File: src/rtl/core_pkg.sv
// Shared types and constants for the register file / scoreboard slice.
package core_pkg;

    typedef logic [4:0] reg_addr_t;

    localparam int unsigned XLEN                 = 32;
    localparam int unsigned NUM_REGS             = 32;
    localparam int unsigned CNT_W_DEFAULT        = 2;
    localparam int unsigned MAX_INFLIGHT_DEFAULT = 3;

    localparam reg_addr_t X0 = 5'd0;

endpackage

File: src/rtl/sb_counter.sv
// Pending-write counter for one architectural register. A simultaneous inc
// and dec cancel out; clear takes priority over both. o_error pulses on an
// increment at MAX_INFLIGHT or a decrement at zero, and the count saturates.
module sb_counter #(
    parameter int unsigned MAX_INFLIGHT = 3,
    parameter int unsigned CNT_W        = 2
) (
    input  logic             clk,
    input  logic             reset,
    input  logic             i_inc,
    input  logic             i_dec,
    input  logic             i_clear,
    output logic [CNT_W-1:0] o_count,
    output logic             o_error
);

    localparam logic [CNT_W-1:0] MaxCnt = CNT_W'(MAX_INFLIGHT);

    logic [CNT_W-1:0] r_count;
    logic [CNT_W-1:0] w_count_next;

    // Next count: saturating step, then flush clear overrides.
    always_comb begin
        w_count_next = r_count;
        o_error      = 1'b0;
        if (i_inc && !i_dec) begin
            if (r_count == MaxCnt) o_error = 1'b1;
            else                   w_count_next = r_count + 1'b1;
        end else if (i_dec && !i_inc) begin
            if (r_count == '0) o_error = 1'b1;
            else               w_count_next = r_count - 1'b1;
        end
        if (i_clear) w_count_next = '0;
    end

    // Count register with synchronous reset.
    always_ff @(posedge clk) begin
        if (reset) r_count <= '0;
        else       r_count <= w_count_next;
    end

    assign o_count = r_count;

endmodule

File: src/rtl/regfile_scoreboard.sv
// 32x32 register file with write-through reads and a per-register
// pending-write scoreboard that generates the decode stall.
module regfile_scoreboard
    import core_pkg::*;
#(
    parameter int unsigned MAX_INFLIGHT = MAX_INFLIGHT_DEFAULT,
    parameter int unsigned CNT_W        = CNT_W_DEFAULT
) (
    input  logic            clk,
    input  logic            reset,
    input  reg_addr_t       ID_rs1_addr,
    input  reg_addr_t       ID_rs2_addr,
    input  logic            ID_rs1_used,
    input  logic            ID_rs2_used,
    input  reg_addr_t       ID_rd_addr,
    input  logic            ID_rd_writes,
    input  logic            ID_issue_valid,
    output logic [XLEN-1:0] ID_rs1_data,
    output logic [XLEN-1:0] ID_rs2_data,
    output logic            ID_stall,
    input  logic            WB_regfile_write_valid,
    input  logic [XLEN-1:0] WB_regfile_write_data,
    input  reg_addr_t       WB_rd_addr,
    input  logic            flush,
    output logic            sb_error
);

    localparam logic [CNT_W-1:0] MaxCnt = CNT_W'(MAX_INFLIGHT);
    localparam logic [CNT_W-1:0] CntOne = CNT_W'(1);

    logic [XLEN-1:0]  r_regs [NUM_REGS];
    logic             r_sb_error;
    logic [CNT_W-1:0] w_pend [NUM_REGS];
    logic [NUM_REGS-1:0] w_cnt_err;
    logic             w_retire;
    logic             w_issue;
    logic             w_rs1_hazard;
    logic             w_rs2_hazard;
    logic             w_rd_full;

    assign w_retire = WB_regfile_write_valid && (WB_rd_addr != X0);
    assign w_issue  = ID_issue_valid && ID_rd_writes && (ID_rd_addr != X0) && !ID_stall && !flush;

    // x0 has no counter; it is never pending.
    assign w_pend[0]    = '0;
    assign w_cnt_err[0] = 1'b0;

    for (genvar g = 1; g < NUM_REGS; g++) begin : g_cnt
        sb_counter #(
            .MAX_INFLIGHT(MAX_INFLIGHT),
            .CNT_W       (CNT_W)
        ) u_cnt (
            .clk    (clk),
            .reset  (reset),
            .i_inc  (w_issue && (ID_rd_addr == reg_addr_t'(g))),
            .i_dec  (w_retire && (WB_rd_addr == reg_addr_t'(g))),
            .i_clear(flush),
            .o_count(w_pend[g]),
            .o_error(w_cnt_err[g])
        );
    end

    // Hazard detection; a retire in flight this cycle resolves a last pending write.
    always_comb begin
        w_rs1_hazard = ID_rs1_used && (ID_rs1_addr != X0) && (w_pend[ID_rs1_addr] != '0)
                       && !((w_pend[ID_rs1_addr] == CntOne) && w_retire
                            && (WB_rd_addr == ID_rs1_addr));
        w_rs2_hazard = ID_rs2_used && (ID_rs2_addr != X0) && (w_pend[ID_rs2_addr] != '0)
                       && !((w_pend[ID_rs2_addr] == CntOne) && w_retire
                            && (WB_rd_addr == ID_rs2_addr));
        w_rd_full    = ID_rd_writes && (ID_rd_addr != X0) && (w_pend[ID_rd_addr] == MaxCnt)
                       && !(w_retire && (WB_rd_addr == ID_rd_addr));
        ID_stall     = ID_issue_valid && (w_rs1_hazard || w_rs2_hazard || w_rd_full);
    end

    // Operand reads with writeback bypass; x0 is hardwired to zero.
    always_comb begin
        ID_rs1_data = r_regs[ID_rs1_addr];
        ID_rs2_data = r_regs[ID_rs2_addr];
        if (w_retire && (WB_rd_addr == ID_rs1_addr)) ID_rs1_data = WB_regfile_write_data;
        if (w_retire && (WB_rd_addr == ID_rs2_addr)) ID_rs2_data = WB_regfile_write_data;
        if (ID_rs1_addr == X0) ID_rs1_data = '0;
        if (ID_rs2_addr == X0) ID_rs2_data = '0;
    end

    // Register array write; still performed during a flush.
    always_ff @(posedge clk) begin
        if (reset) begin
            for (int i = 0; i < NUM_REGS; i++) r_regs[i] <= '0;
        end else if (w_retire) begin
            r_regs[WB_rd_addr] <= WB_regfile_write_data;
        end
    end

    // Sticky error flag collecting any counter under/overflow.
    always_ff @(posedge clk) begin
        if (reset) r_sb_error <= 1'b0;
        else       r_sb_error <= r_sb_error || (|w_cnt_err);
    end

    assign sb_error = r_sb_error;

endmodule

File: config.mk
export PLATFORM = sky130hd
export DESIGN_NAME = regfile_scoreboard
export DESIGN_NICKNAME = d
export VERILOG_FILES = /design/src/rtl/core_pkg.sv /design/src/rtl/sb_counter.sv /design/src/rtl/regfile_scoreboard.sv
export SDC_FILE = /design/constraint.sdc
export NUM_CORES = 2
export LEC_CHECK = 0
export CAP_MARGIN = 20
export CORE_AREA = 4 4 347 349
export DETAILED_ROUTE_END_ITERATION = 8
export DIE_AREA = 0 0 351 353
export PLACE_DENSITY_LB_ADDON = 0.15
export SLEW_MARGIN = 40
export SYNTH_ARGS = -nofsm -noshare
export SYNTH_HDL_FRONTEND = slang
export SYNTH_SLANG_ARGS = --single-unit
File: constraint.sdc
create_clock -name clk -period 12.1 [get_ports clk]
set_input_delay 2.42 -clock clk [delete_from_list [all_inputs] [get_ports clk]]
set_output_delay 2.42 -clock clk [all_outputs]
set_load 0.01 [all_outputs]
-- Yosys cells after proc, flatten, opt, wreduce, memory -nomap -nowiden
Memory sizes are Yosys's and may differ from the RTL's.
Index checks and enable logic that the tools add are counted.
- bits in registers: 63
- bits in writable memories: 1024
- bits of input ports: 60
- word-level logic and storage cells: 851
- memories kept: 1
- memory list (memory ; words ; width ; read ports ; clocked after memory_dff ; write ports ; line ; text):
    r_regs ; 32 ; 32 ; 2 ; 0 ; 32 ; regfile_scoreboard.sv:31 ; logic [XLEN-1:0] r_regs [NUM_REGS];
- $add $sub $neg: 62
- $lt $le $gt $ge: 3
- equality and inequality tests: 161
- multiplexer cells: 269
- bitwise logic cells: 3
- reduce and logical (&&, ||, !) cells: 320
- operators with widths (cell ; count):
    2-to-1 mux 2 bit ; 130
    equality test 5 bit, second input constant ; 32
    2-to-1 mux 32 bit ; 5
    logical AND 1 bit ; 146
    2-to-1 mux 1 bit ; 130
    AND reduction 3 bit ; 31
    equality test 5 x 4 -> 1 bit, second input constant ; 16
    logical NOT 1 bit ; 67
    nonzero test 2 bit ; 33
    equality test 2 bit, second input constant ; 32
    adder 2 x 1 -> 2 bit, second input constant ; 31
    logical NOT 2 bit ; 31
    != test 2 x 1 -> 1 bit, second input constant ; 31
    != test 2 bit, second input constant ; 31
    subtractor 2 x 1 -> 2 bit, second input constant ; 31
    equality test 5 x 3 -> 1 bit, second input constant ; 8
    OR reduction 32 bit ; 1
    OR reduction 31 bit ; 1
    binary-select mux 2 bit (select 5 bit) ; 3
    equality test 5 x 2 -> 1 bit, second input constant ; 4
    nonzero test 5 bit ; 4
    >= comparator 6 bit, second input constant ; 3
    inverter 5 -> 6 bit ; 3
    equality test 5 bit ; 3
    other kinds (6) ; 11

-- Depth between registers and ports, before layout
- depth in word-level cells: 22
- gate-level depth with buffers: 15
- depth with buffers taken out: 10

-- Hierarchy
Synthesis repeated with hierarchy kept, for this count alone.
- cells, all modules: 4088
- area, all modules: 61306.3 um2
- by module, submodules not included (module ; instances ; cells an instance ; area each (um2)):
    regfile_scoreboard ; 1 ; 3654 ; 57427.6
    sb_counter ; 31 ; 14 ; 125.1

-- Least setup slack after synthesis
OpenSTA, ideal clock, no wires.
- kind: input-to-output
- from: input port ID_rs1_addr[0]
- to: output port ID_rs1_data[0]
- data arrival time: 5148 ps
- data required time: 9680 ps
- setup slack: 4532 ps
- cell stages on the path: 11
- buffers on the path: 5
- path through: buf_2 -> buf_2 -> buf_2 -> buf_2 -> buf_1 -> mux4_2 -> mux4_2 -> a21oi_1 -> nor2_1 -> a21oi_1 -> nor2_1
- word-level cells in the longest chain between the ends: 4
- elaborated cells between the ends (all ways): 6
- classes of those cells: eq/ne (1); mux (2); reduce/logical (2); memory (1)
- RTL lines (item ; line ; text):
    start: declaration ; regfile_scoreboard.sv:11 ; input reg_addr_t ID_rs1_addr,
    parallel branches: the longest is 3 deep, another holds memory read (32 x 32 bit) ; -- ;
    2-to-1 mux 32 bit (*) ; regfile_scoreboard.sv:82 ; if (ID_rs1_addr == X0) ID_rs1_data = '0;
    end: declaration ; regfile_scoreboard.sv:18 ; output logic [XLEN-1:0] ID_rs1_data,
Every way passes the cells marked *.

-- Worst setup path in the final report
- from: input port ID_rs2_addr[0]
- to: output port ID_rs2_data[11]
- word-level cells in the longest chain between the ends: 4
- elaborated cells between the ends (all ways): 6
- classes of those cells: eq/ne (1); mux (2); reduce/logical (2); memory (1)
- RTL lines (item ; line ; text):
    start: declaration ; regfile_scoreboard.sv:12 ; input reg_addr_t ID_rs2_addr,
    parallel branches: the longest is 3 deep, another holds memory read (32 x 32 bit) ; -- ;
    2-to-1 mux 32 bit (*) ; regfile_scoreboard.sv:83 ; if (ID_rs2_addr == X0) ID_rs2_data = '0;
    end: declaration ; regfile_scoreboard.sv:19 ; output logic [XLEN-1:0] ID_rs2_data,
Marks and branches as above.

==> impl_metrics.tcl <==
set metrics [dict create \
    run_status "finished, final reports clean" \
    rsz0062_at_grt "false" \
    dieHeight_um 353 \
    path_buf_inv 4 \
    peakVddDrop_mv 0.111 \
    slew_viol_final 0 \
    critPathTopFamily "buffers and inverters" \
    clkLatencyLatePin_ps 730 \
    clkSinkCount 1087 \
    p_total_mw 9.18 \
    area_growth_pct 11.5 \
    grt_first_pass_wirelength_um 302000 \
    cts-root-buf "clkbuf_16" \
    period_share 0.723 \
    tritoncts.num_buffers 119 \
    dpl.hpwl_um 119000 \
    wire_per_inst_um 36.4 \
    num_rows 126 \
    finalHoldViolCount 0 \
    wl_um 215000 \
    netlist_area_um2 60700 \
    synthArstFlopShare 0 \
    end_kind "primary output" \
    gr-usage-all-layers 0.346 \
    core_um2 117000 \
    fmax_mhz 114 \
    antenna_found_initial 23 \
    final_cell_mix "edfxtp_1 (1,024), and2_1 (996), mux4_2 (555)" \
    required_ps 9680 \
    leakagePower_nw 22.9 \
    cts_hold_buf 0 \
    ant_nets 0 \
    io-pin-count 126 \
    slowest_delay_ps 690 \
    cts.clk_slew.worst_paths_ps 60 \
    seq_area_um2 32000 \
    cts_buffer_depth 3 \
    yosys_register_bits 1087 \
    globalplace.congestion 0.940 \
    grt_max_degree 103 \
    grt_overflow 0 \
    post_cts_buffers 0 \
    synth_seq_area_share 0.527 \
    powerDensity_nw_per_um2 136 \
    cap_violations 0 \
    startpoint_type "primary input" \
    tightest_slew_ps 970 \
    dr_total_vias 41100 \
    synth_edf_count 1024 \
    hold_path.class "reg2reg" \
    die_width_um 351 \
    start_util 0.517 \
    clock_skew_ps 20.2 \
    die_area_um2 124000 \
    via_per_inst 6.96 \
    cpMaxStageDelayCell "or4_4" \
    path_cells "buf_8, buf_12, xnor2_1, nand4_1, or4_4, buf_12, a211oi_2, clkdlybuf4s50_1" \
    final_nets 4304 \
    finalSetupViolations 0 \
    yosysUniqueCellTypes 81 \
    cts_resized 0 \
    fillers 9043 \
    portBuffers 125 \
    period_needed_ps 8750 \
    drtIter0Drc 5936 \
    crit_path_frequent_cell "buf_12" \
    avgSynthCellArea_um2 14.1 \
    mostFrequentLayoutCell "edfxtp_1" \
    drive_above_1_share 0.237 \
    synth_cells 4290 \
    cts_max_level 3 \
    fin_setup_tns_ps 0 \
    synth_warnings 0 \
    arrival_ps 6330 \
    synth_ff_type "edfxtp_1" \
    place_inst 5653 \
    firstDrtPassIters 6 \
    cts_tree "built" \
    path_max_fanout 81 \
    crit_type "in2out" \
    grt_pass1_vias 40200 \
    multi_input_area_um2 27600 \
    slew_headroom 0.353 \
    drc 0 \
    stdcell_count 5905 \
]
## worst paths after layout
check                                     startpoint                                      to  slack (ps)  cells after the start
min reg2reg   g_cnt[6].u_cnt.o_count[1]$_SDFFE_PP0P_  g_cnt[6].u_cnt.o_count[1]$_SDFFE_PP0P_         540                      2
max reg2reg  g_cnt[11].u_cnt.o_count[1]$_SDFFE_PP0P_                     sb_error$_SDFF_PP0_        8130                     10
max                                   ID_rs2_addr[0]                         ID_rs2_data[11]        3350                      8
min           g_cnt[6].u_cnt.o_count[1]$_SDFFE_PP0P_  g_cnt[6].u_cnt.o_count[1]$_SDFFE_PP0P_         540                      2
## stage by stage
step / hold WS (ps) / area (um2) / utilization / setup slack [ps]
after floorplan: 485 / 60800 / - / 4530
after global placement: 518 / 63700 / 0.542 / 2920
after detailed placement: 534 / 63800 / 0.543 / 3360
after CTS: 541 / 67500 / 0.574 / 3360
after global routing: 572 / 67600 / 0.576 / 3270
final: 545 / 67700 / 0.576 / 3350
## power breakdown
group          switching (mW)  internal, mW
Clock                    1.53          1.96
Combinational           0.731         0.539
Sequential              0.100          4.32
Total                    2.36          6.81
## worst register-to-register path, delay by kind of cell, from the launching register on
kind	cells	cell delay [ps]
buf+inv	1	340
mux	3	1350
flops	1	370
compound gates	4	1190
simple gates	2	590
## metal layers
layer,global-route usage,routed length (um),vias up
met1,0.467,79300,21100
met5,0,0,-
met2,0.539,100000,2882
li1,-,-,16500
met4,0.144,10400,0
met3,0.0872,25500,595
## synthesized netlist by cell type, types with 7 or more instances
library cell	count	area [um2]
edfxtp_1	1024	30700
and2_1	996	6230
mux4_2	555	12500
clkbuf_1	329	1230
mux2i_1	172	1720
nor2_1	168	631
a211oi_1	121	908
a21oi_1	96	480
buf_1	65	244
nand2_1	64	240
nor3_1	64	320
o21ai_0	64	320
dfxtp_1	63	1260
buf_2	47	235
mux2_2	41	462
o22ai_1	33	206
nand3_1	32	160
nand2b_1	30	188
nor2b_1	28	175
o21a_1	23	173
a221oi_1	22	193
nor4_1	18	113
o211ai_1	17	128
a31oi_1	13	81.3
o221ai_1	13	114
or2_2	13	81.3
xnor2_1	13	114
inv_1	11	41.3
a221o_1	10	100
nand4_1	10	62.6
nor4_2	9	113
o31ai_1	8	60.1
and3_1	7	43.8
buf_6	7	78.8
o31a_1	7	61.3
xor2_1	7	61.3
## cells by family after synthesis
logic type	Yosys count	share of synthesized area
AND/OR/NAND/NOR	1472	0.142
other	1	0.0000618
flip-flops	1087	0.527
multiplexers	770	0.243
XOR/XNOR	20	0.00289
AO/OA/AOI/OAI	476	0.0542
buffers and inverters	464	0.0308
## state kept, by name, indices dropped and copies added (netlist names)
register,count
r_regs,1024
sb_error,1
g_cnt.u_cnt.o_count,62
## layout make-up
cell class	instances	area share
clock buffer	156	0.0469
timing repair buffer	254	0.0358
multi-input combinational	2770	0.407
inverter	12	0.000666
sequential	1087	0.473
clock inverter	64	0.00682
tap	1536	0.0284
antenna	26	0.000961
Note: power is estimated with default switching activity, not from simulation.
